**src/rtl/serial_adder.sv**
```systemverilog
// Bit-serial unsigned adder: one sum bit per cycle, LSB first, with the parallel result collected in a shift register.
// Latency: WIDTH RUN cycles after the start is accepted, then a one-cycle DONE; back-to-back period is WIDTH+2.
// Backpressure: none; start is honoured only in IDLE and dropped otherwise, with no queueing.
//
// Ports:
//   clk, rst        rising-edge clock, asynchronous active-high reset
//   start, a, b     begin request and operands, captured together when accepted in IDLE
//   busy            high while an addition is running
//   sum_bit         serial sum bit (LSB first), meaningful only while sum_valid is high
//   sum, carry_out  parallel result and final carry, held from DONE until the next accepted start
//   done            one-cycle completion pulse
//   overflow        signed overflow of the MSB stage; present only when SERIAL_ADDER_OVF_EN is defined
module serial_adder #(
    parameter int WIDTH = 8
) (
    input  logic             clk,
    input  logic             rst,
    input  logic             start,
    input  logic [WIDTH-1:0] a,
    input  logic [WIDTH-1:0] b,
    output logic             busy,
    output logic             sum_bit,
    output logic             sum_valid,
    output logic [WIDTH-1:0] sum,
    output logic             carry_out,
    output logic             done
`ifdef SERIAL_ADDER_OVF_EN
    ,
    output logic             overflow
`endif
);

    localparam int CW = (WIDTH > 1) ? $clog2(WIDTH) : 1;

    typedef enum logic [1:0] {
        IDLE = 2'd0,
        RUN  = 2'd1,
        DONE = 2'd2
    } state_t;

    state_t           state;
    state_t           state_nxt;
    logic [WIDTH-1:0] a_sh;
    logic [WIDTH-1:0] b_sh;
    logic [WIDTH-1:0] sum_r;
    logic [CW-1:0]    cnt;
    logic             c;
    logic             c_nxt;
    logic             bit_now;
    logic             last;
    logic             load;
    logic             cout_r;

    // Full-adder stage on the current LSBs.
    assign bit_now = a_sh[0] ^ b_sh[0] ^ c;
    assign c_nxt   = (a_sh[0] & b_sh[0]) | (a_sh[0] & c) | (b_sh[0] & c);
    assign last    = (cnt == CW'(WIDTH - 1));

    always_ff @(posedge clk or posedge rst) begin
        if (rst) begin
            state <= IDLE;
        end else begin
            state <= state_nxt;
        end
    end

    // Outputs are decoded from state so that reset clears them immediately.
    always_comb begin
        state_nxt = state;
        load      = 1'b0;
        busy      = 1'b0;
        sum_valid = 1'b0;
        sum_bit   = 1'b0;
        done      = 1'b0;
        case (state)
            IDLE: begin
                if (start) begin
                    load      = 1'b1;
                    state_nxt = RUN;
                end
            end
            RUN: begin
                busy      = 1'b1;
                sum_valid = 1'b1;
                sum_bit   = bit_now;
                if (last) begin
                    state_nxt = DONE;
                end
            end
            DONE: begin
                done      = 1'b1;
                state_nxt = IDLE;
            end
            default: state_nxt = IDLE;
        endcase
    end

    always_ff @(posedge clk or posedge rst) begin
        if (rst) begin
            a_sh   <= '0;
            b_sh   <= '0;
            sum_r  <= '0;
            cnt    <= '0;
            c      <= 1'b0;
            cout_r <= 1'b0;
        end else if (load) begin
            a_sh   <= a;
            b_sh   <= b;
            sum_r  <= '0;
            cnt    <= '0;
            c      <= 1'b0;
            cout_r <= 1'b0;
        end else if (state == RUN) begin
            a_sh  <= a_sh >> 1;
            b_sh  <= b_sh >> 1;
            // Result enters at the MSB so the first (LSB) bit ends up at bit 0 after WIDTH shifts.
            sum_r <= {bit_now, sum_r[WIDTH-1:1]};
            cnt   <= cnt + CW'(1);
            c     <= c_nxt;
            if (last) begin
                cout_r <= c_nxt;
            end
        end
    end

    assign sum       = sum_r;
    assign carry_out = cout_r;

`ifdef SERIAL_ADDER_OVF_EN
    logic ovf_r;

    // Signed overflow: carry into the MSB stage differs from carry out of it.
    always_ff @(posedge clk or posedge rst) begin
        if (rst) begin
            ovf_r <= 1'b0;
        end else if (load) begin
            ovf_r <= 1'b0;
        end else if (state == RUN && last) begin
            ovf_r <= c ^ c_nxt;
        end
    end

    assign overflow = ovf_r;
`endif

endmodule

```
**config.mk**
```make
export PLATFORM = sky130hd
export DESIGN_NAME = serial_adder
export DESIGN_NICKNAME = d
export VERILOG_FILES = /design/src/rtl/serial_adder.sv
export SDC_FILE = /design/constraint.sdc
export NUM_CORES = 1
export LEC_CHECK = 0
export CAP_MARGIN = 0
export CORE_MARGIN = 10
export CORE_UTILIZATION = 30
export CTS_CLUSTER_SIZE = 40
export DETAILED_ROUTE_END_ITERATION = 6
export GPL_TIMING_DRIVEN = 0
export PLACE_DENSITY_LB_ADDON = 0.25
export SETUP_SLACK_MARGIN = 0.15
export SYNTH_ARGS = -nofsm -noshare
export SYNTH_HDL_FRONTEND = slang
export SYNTH_SLANG_ARGS = --single-unit
export TNS_END_PERCENT = 10
```
**constraint.sdc**
```tcl
create_clock -name clk -period 2.3 [get_ports clk]
set_input_delay 0.345 -clock clk [delete_from_list [all_inputs] [get_ports clk]]
set_output_delay 0.345 -clock clk [all_outputs]
set_load 0.05 [all_outputs]
```
==> out/metrics.yaml, run 1 <==
dp_hpwl_um: 2430
start_util_pct: 31.1
fin_skew_ns: 0.00439
wirelength_met1_um: 1730
clock-sinks: 31
ant_nets: 0
track_usage_pct: 9.02
dr.first_iter.drc_count: 46
max_slew.worst_pin.slew_ns: 0.514
grt_pass1_vias: 1266
firstDrtPassIters: 4
synth_fa_ha_area_share_pct: 3.04
gp_congestion: 0.788
area_delta_synth_final_pct: 32.5
hold_path_class: "in -> async"
cts_hold_buf: 0
worstSetupEndpointType: "output pin"
drt-total-wl_um: 3430
cts_inserted_buffers: 5
cts.path.max_buffers: 2
synth_area_mm2: 0.00148
ys_seq_area_share_pct: 52.4
h-tree-depth: 2
hold_viol: 0
cp.required_ns: 1.96
portBuffers: 31
min_period_ns: 2.16
startpoint_type: "register"
regArea_um2: 776
max_cap_violations: 0
num_antenna_cells: 0
synth-compound-area-share_pct: 19.8
synth_xor_area_share_pct: 0
syn_area_per_cell_um2: 11.4
fin_setup_tns_ns: 0
rows: 25
crit_fanout: 11
synth_top_family_by_area: "compound AO/OA/AOI/OAI gates"
die_area_mm2: 0.00814
worstSetupPathType: "reg -> out"
ir_drop_mv: 0.585
yosysWarningCount: 0
finalSetupViolCount: 0
synth-simple-area-share_pct: 14.3
slew-limit-headroom_pct: 65.6
status: "completed"
io_pins: 32
power_density_mw_per_mm2: 1440
synth_mux_area_share_pct: 0.761
multi_input_area_um2: 561
fillers: 469
rsz0062_at_grt: "true"
die_height_um: 90.2
highest_layer: "met4"
drive_gt1_share_pct: 16.7
syn_nets: 152
period_share_pct: 94.1
cts_tree: "done"
cp_data_arrival_time_ns: 1.82
synth_cells: 130
synth_cell_types: 26
path_clk_slew_ns: 0.06
hold_ws_ns: 0.401
vias_per_cell: 4.69
power_leakage_nw: 0.875
core_mm2: 0.00475
grt_max_degree: 32
routedWlPerCell_um: 14.6
clockRootBuffer: "clkbuf_8"
grt_pass1_wl_um: 6090
wl_met2_um: 1380
antenna_found_initial: 0
fin_nets: 191
die_w_um: 90.2
vias: 1103
yosys_register_bits: 31
drv_slew: 0
clock_latency_ns: 0.27
grt-ovfl-total: 0
drc: 0
met3WireLength_um: 268
max_freq_mhz: 462
-- synthesized netlist by cell type --
cell,n,share of area (%)
ha_1,2,1.7
a221o_1,1,0.68
inv_1,16,4.1
a22o_1,11,6.5
nand4bb_1,1,0.76
a222oi_1,1,0.68
inv_2,1,0.25
nor2b_2,1,0.59
buf_2,7,2.4
a32o_1,1,0.68
buf_4,3,1.5
dfrtp_1,31,52
nor2b_1,1,0.42
o311ai_1,1,0.59
a21oi_1,1,0.34
a221oi_1,8,4.7
mux2_2,1,0.76
fa_1,1,1.4
and3b_1,1,0.59
o21bai_1,1,0.51
nor2_1,15,3.8
buf_6,2,1.5
a221oi_2,5,5.1
nand2_1,1,0.25
and2_1,3,1.3
nor3b_1,13,6.6
-- cells by family after synthesis --
logic type	Yosys count
flops	31
fa+ha+maj	3
buf+inv	29
mux	1
simple gates	36
compound gates	30
-- power breakdown --
part | leakage (nW) | internal (mW) | total [mW] | switching, mW
sequential | 0.380 | 0.793 | 0.943 | 0.150
clock | 0.0371 | 0.201 | 0.385 | 0.183
combinational | 0.458 | 0.625 | 1.50 | 0.872
total | 0.875 | 1.62 | 2.82 | 1.20
-- path summary, 6_finish.rpt --
kind | startpoint | endpoint | slack, ns | cells after the start
setup / recovery | state[1]$_DFFE_PP0P_ | busy | 0.14 | 4
hold / removal | rst | b_sh[0]$_DFFE_PP0P_ | 0.40 | 2
setup reg to reg | c$_DFFE_PP0P_ | carry_out$_DFFE_PP0P_ | 0.90 | 3
hold reg to reg | a_sh[7]$_DFFE_PP0P_ | a_sh[7]$_DFFE_PP0P_ | 0.50 | 1
max in group asynchronous | rst | state[1]$_DFFE_PP0P_ | 1.41 | 3
min in group clk | a_sh[7]$_DFFE_PP0P_ | a_sh[7]$_DFFE_PP0P_ | 0.50 | 1
-- placed cells by master (no fill, tap or decap), types with 3 or more instances in the layout --
cell and instances:
clkbuf_8 5, nor2_1 15, nor3b_1 13, dfrtp_1 31, buf_4 3, a22o_1 11, clkdlybuf4s50_1 27, buf_2 7
inv_1 16, a221oi_2 5, a221oi_1 8, and2_1 3
-- through the flow --
step / setup slack [ns] / std cells / total power, mW / area, um2 / utilization (%)
floorplan: 0.488 / 130 / 2.06 / 1480 / -
global placement: 0.0404 / 228 / 2.47 / 1870 / 39.4
detailed placement: 0.0426 / 228 / 2.50 / 1870 / 39.4
CTS: 0.0112 / 234 / 2.86 / 1940 / 40.8
global route: 0.00958 / 235 / 3.06 / 1960 / 41.3
finish: 0.136 / 235 / 2.82 / 1960 / 41.3
-- area by class of cell --
cell class	instances	share of cell area (%)
multi-input combinational	70	28.6
clock buffer	6	3.70
buffer	12	4.08
timing repair buffer	32	16.6
tap	67	4.27
sequential	31	39.5
inverter	17	3.25
-- state kept, by name, indices dropped and copies added, names as in the netlist --
signal	count
a_sh	8
c	1
sum	8
cnt	3
b_sh	8
state	2
carry_out	1
-- per-layer routing --
metal / GRT usage (%) / vias to the layer above
li1: - / 539
met1: 11.4 / 521
met2: 12.8 / 36
met3: 4.41 / 7
met4: 3.58 / 0
met5: 0 / -
-- worst max-delay path, stage by stage, from the launching register on --
cell	delay, ns
dfrtp_1	0.42
nor2b_1	0.11
buf_2	0.19
buf_2	0.25
dlygate4sd2_1	0.57
-- what timing repair did --
action,in CTS,in global routing
endpoints found under the setup margin,4,4
pin swaps,0,0
setup buffers,0,0
resized for setup,4,4
No activity file was read; power rests on OpenSTA's default activity.
==> run 2: changes to the inputs <==
Settings changed: CORE_UTILIZATION 30 to 40, SLEW_MARGIN set to 20.
==> out/metrics.yaml, run 2 (synthesized netlist as in run 1, its figures left out) <==
vias_per_cell: 5.23
area_delta_synth_final_pct: 30.6
layout_common_cells: "dfrtp_1, clkdlybuf4s50_1, inv_1, nor2_1, nor3b_1"
fin_ws_ns: 0.292
grt-ovfl-total: 0
clock_latency_ns: 0.28
startpoint_type: "register"
firstDrtPassIters: 4
cp.required_ns: 1.96
preCtsSetupSlack_ns: 0.0513
finalSetupViolCount: 0
gp_congestion: 0.763
routedWlPerCell_um: 15.6
fin_skew_ns: 0.00299
drt-total-wl_um: 3390
slew-limit-headroom_pct: 57.0
antenna_found_initial: 0
h-tree-depth: 2
path_cells: "nor2b_1 > buf_2 > buf_2 > and2_1 > clkbuf_2"
cts_hold_buf: 0
rows: 22
num_antenna_cells: 0
core_mm2: 0.00361
die_w_um: 80.8
critPathBufInv: 3
worstSetupPathDepth: 5
cp_data_arrival_time_ns: 1.66
max_slew.worst_pin.slew_ns: 0.644
cts_tree: "done"
die_height_um: 80.8
worstSetupEndpointType: "output pin"
dr.first_iter.drc_count: 45
start_util_pct: 41.0
cpMaxStageDelayCell: "dfrtp_1"
io_pins: 32
portBuffers: 31
grt_max_degree: 32
status: "completed"
drv_slew: 0
cts_resized: 4
worstSetupPathType: "reg -> out"
fillers: 340
critPathMostFrequentCell: "buf_2"
grt_pass1_vias: 1245
drive_gt1_share_pct: 18.9
clock-sinks: 31
cts_inserted_buffers: 5
fin_setup_tns_ns: 0
postCtsSetupBuffers: 0
min_period_ns: 2.01
period_share_pct: 87.3
dp_hpwl_um: 2440
rsz0062_at_grt: "false"
grt_pass1_wl_um: 5770
power_density_mw_per_mm2: 1510
cts.path.max_buffers: 2
max_freq_mhz: 498
hold_viol: 0
critical_path.top_delay_family: "buffers and inverters"
ant_nets: 0
final_common_cell: "dfrtp_1"
slowest_delay_ns: 0.42
vias: 1135
power_leakage_nw: 0.873
max_cap_violations: 0
reg2reg_depth: 3
ir_drop_mv: 0.604
crit_fanout: 11
clockRootBuffer: "clkbuf_8"
track_usage_pct: 11.2
hold_path_class: "in -> async"
die_area_mm2: 0.00653
drc: 0
fin_nets: 190
path_clk_slew_ns: 0.06
-- run 2: path summary, 6_finish.rpt --
kind                                         endpoint                 start  slack (ns)
worst max-delay path                          sum_bit  state[1]$_DFFE_PP0P_        0.29
worst min-delay path               sum[6]$_DFFE_PP0P_                   rst        0.48
worst max register to register  carry_out$_DFFE_PP0P_         c$_DFFE_PP0P_        0.88
worst min register to register     sum[0]$_DFFE_PP0P_    sum[0]$_DFFE_PP0P_        0.50
max in group asynchronous          cnt[1]$_DFFE_PP0P_                   rst        1.41
min in group clk                   sum[0]$_DFFE_PP0P_    sum[0]$_DFFE_PP0P_        0.50
-- run 2: through the flow --
step           power (mW)  util, %  hold WS [ns]  area (um2)  instances
2_1_floorplan        2.06        -         0.449        1480        130
3_3_place_gp         2.46     51.3         0.485        1850        209
3_5_place_dp         2.51     51.3         0.487        1850        209
4_1_cts              2.95     54.0         0.503        1950        217
5_1_grt              3.12     53.6         0.507        1930        217
6_report             2.91     53.6         0.476        1930        217
-- run 2: power by group --
part | total [mW] | switching [mW] | internal [mW]
sequential | 0.949 | 0.155 | 0.793
clock | 0.463 | 0.191 | 0.273
combinational | 1.50 | 0.877 | 0.625
total | 2.91 | 1.22 | 1.69
-- run 2: area by class of cell --
class	instances	area [um2]	share of cell area (%)
inverters	17	63.8	3.30
clock buffers	8	100	5.18
multi-input cells	70	561	29.0
flip-flops and latches	31	776	40.1
well taps	48	60.1	3.11
repair buffers	31	293	15.1
plain buffers	12	80.1	4.14
-- run 2: layer usage --
layer	vias to the layer above	GRT usage, %	wire, um
li1	535	-	-
met1	557	12.4	1480
met2	37	18.6	1580
met3	6	4.86	281
met4	0	4.33	51
met5	-	0	0
==> run 3: changes to the inputs <==
Settings changed: CTS_CLUSTER_SIZE 40 to 28.
==> results of run 3 <==
The final DEF is identical to that of run 2; final timing and power are the same.
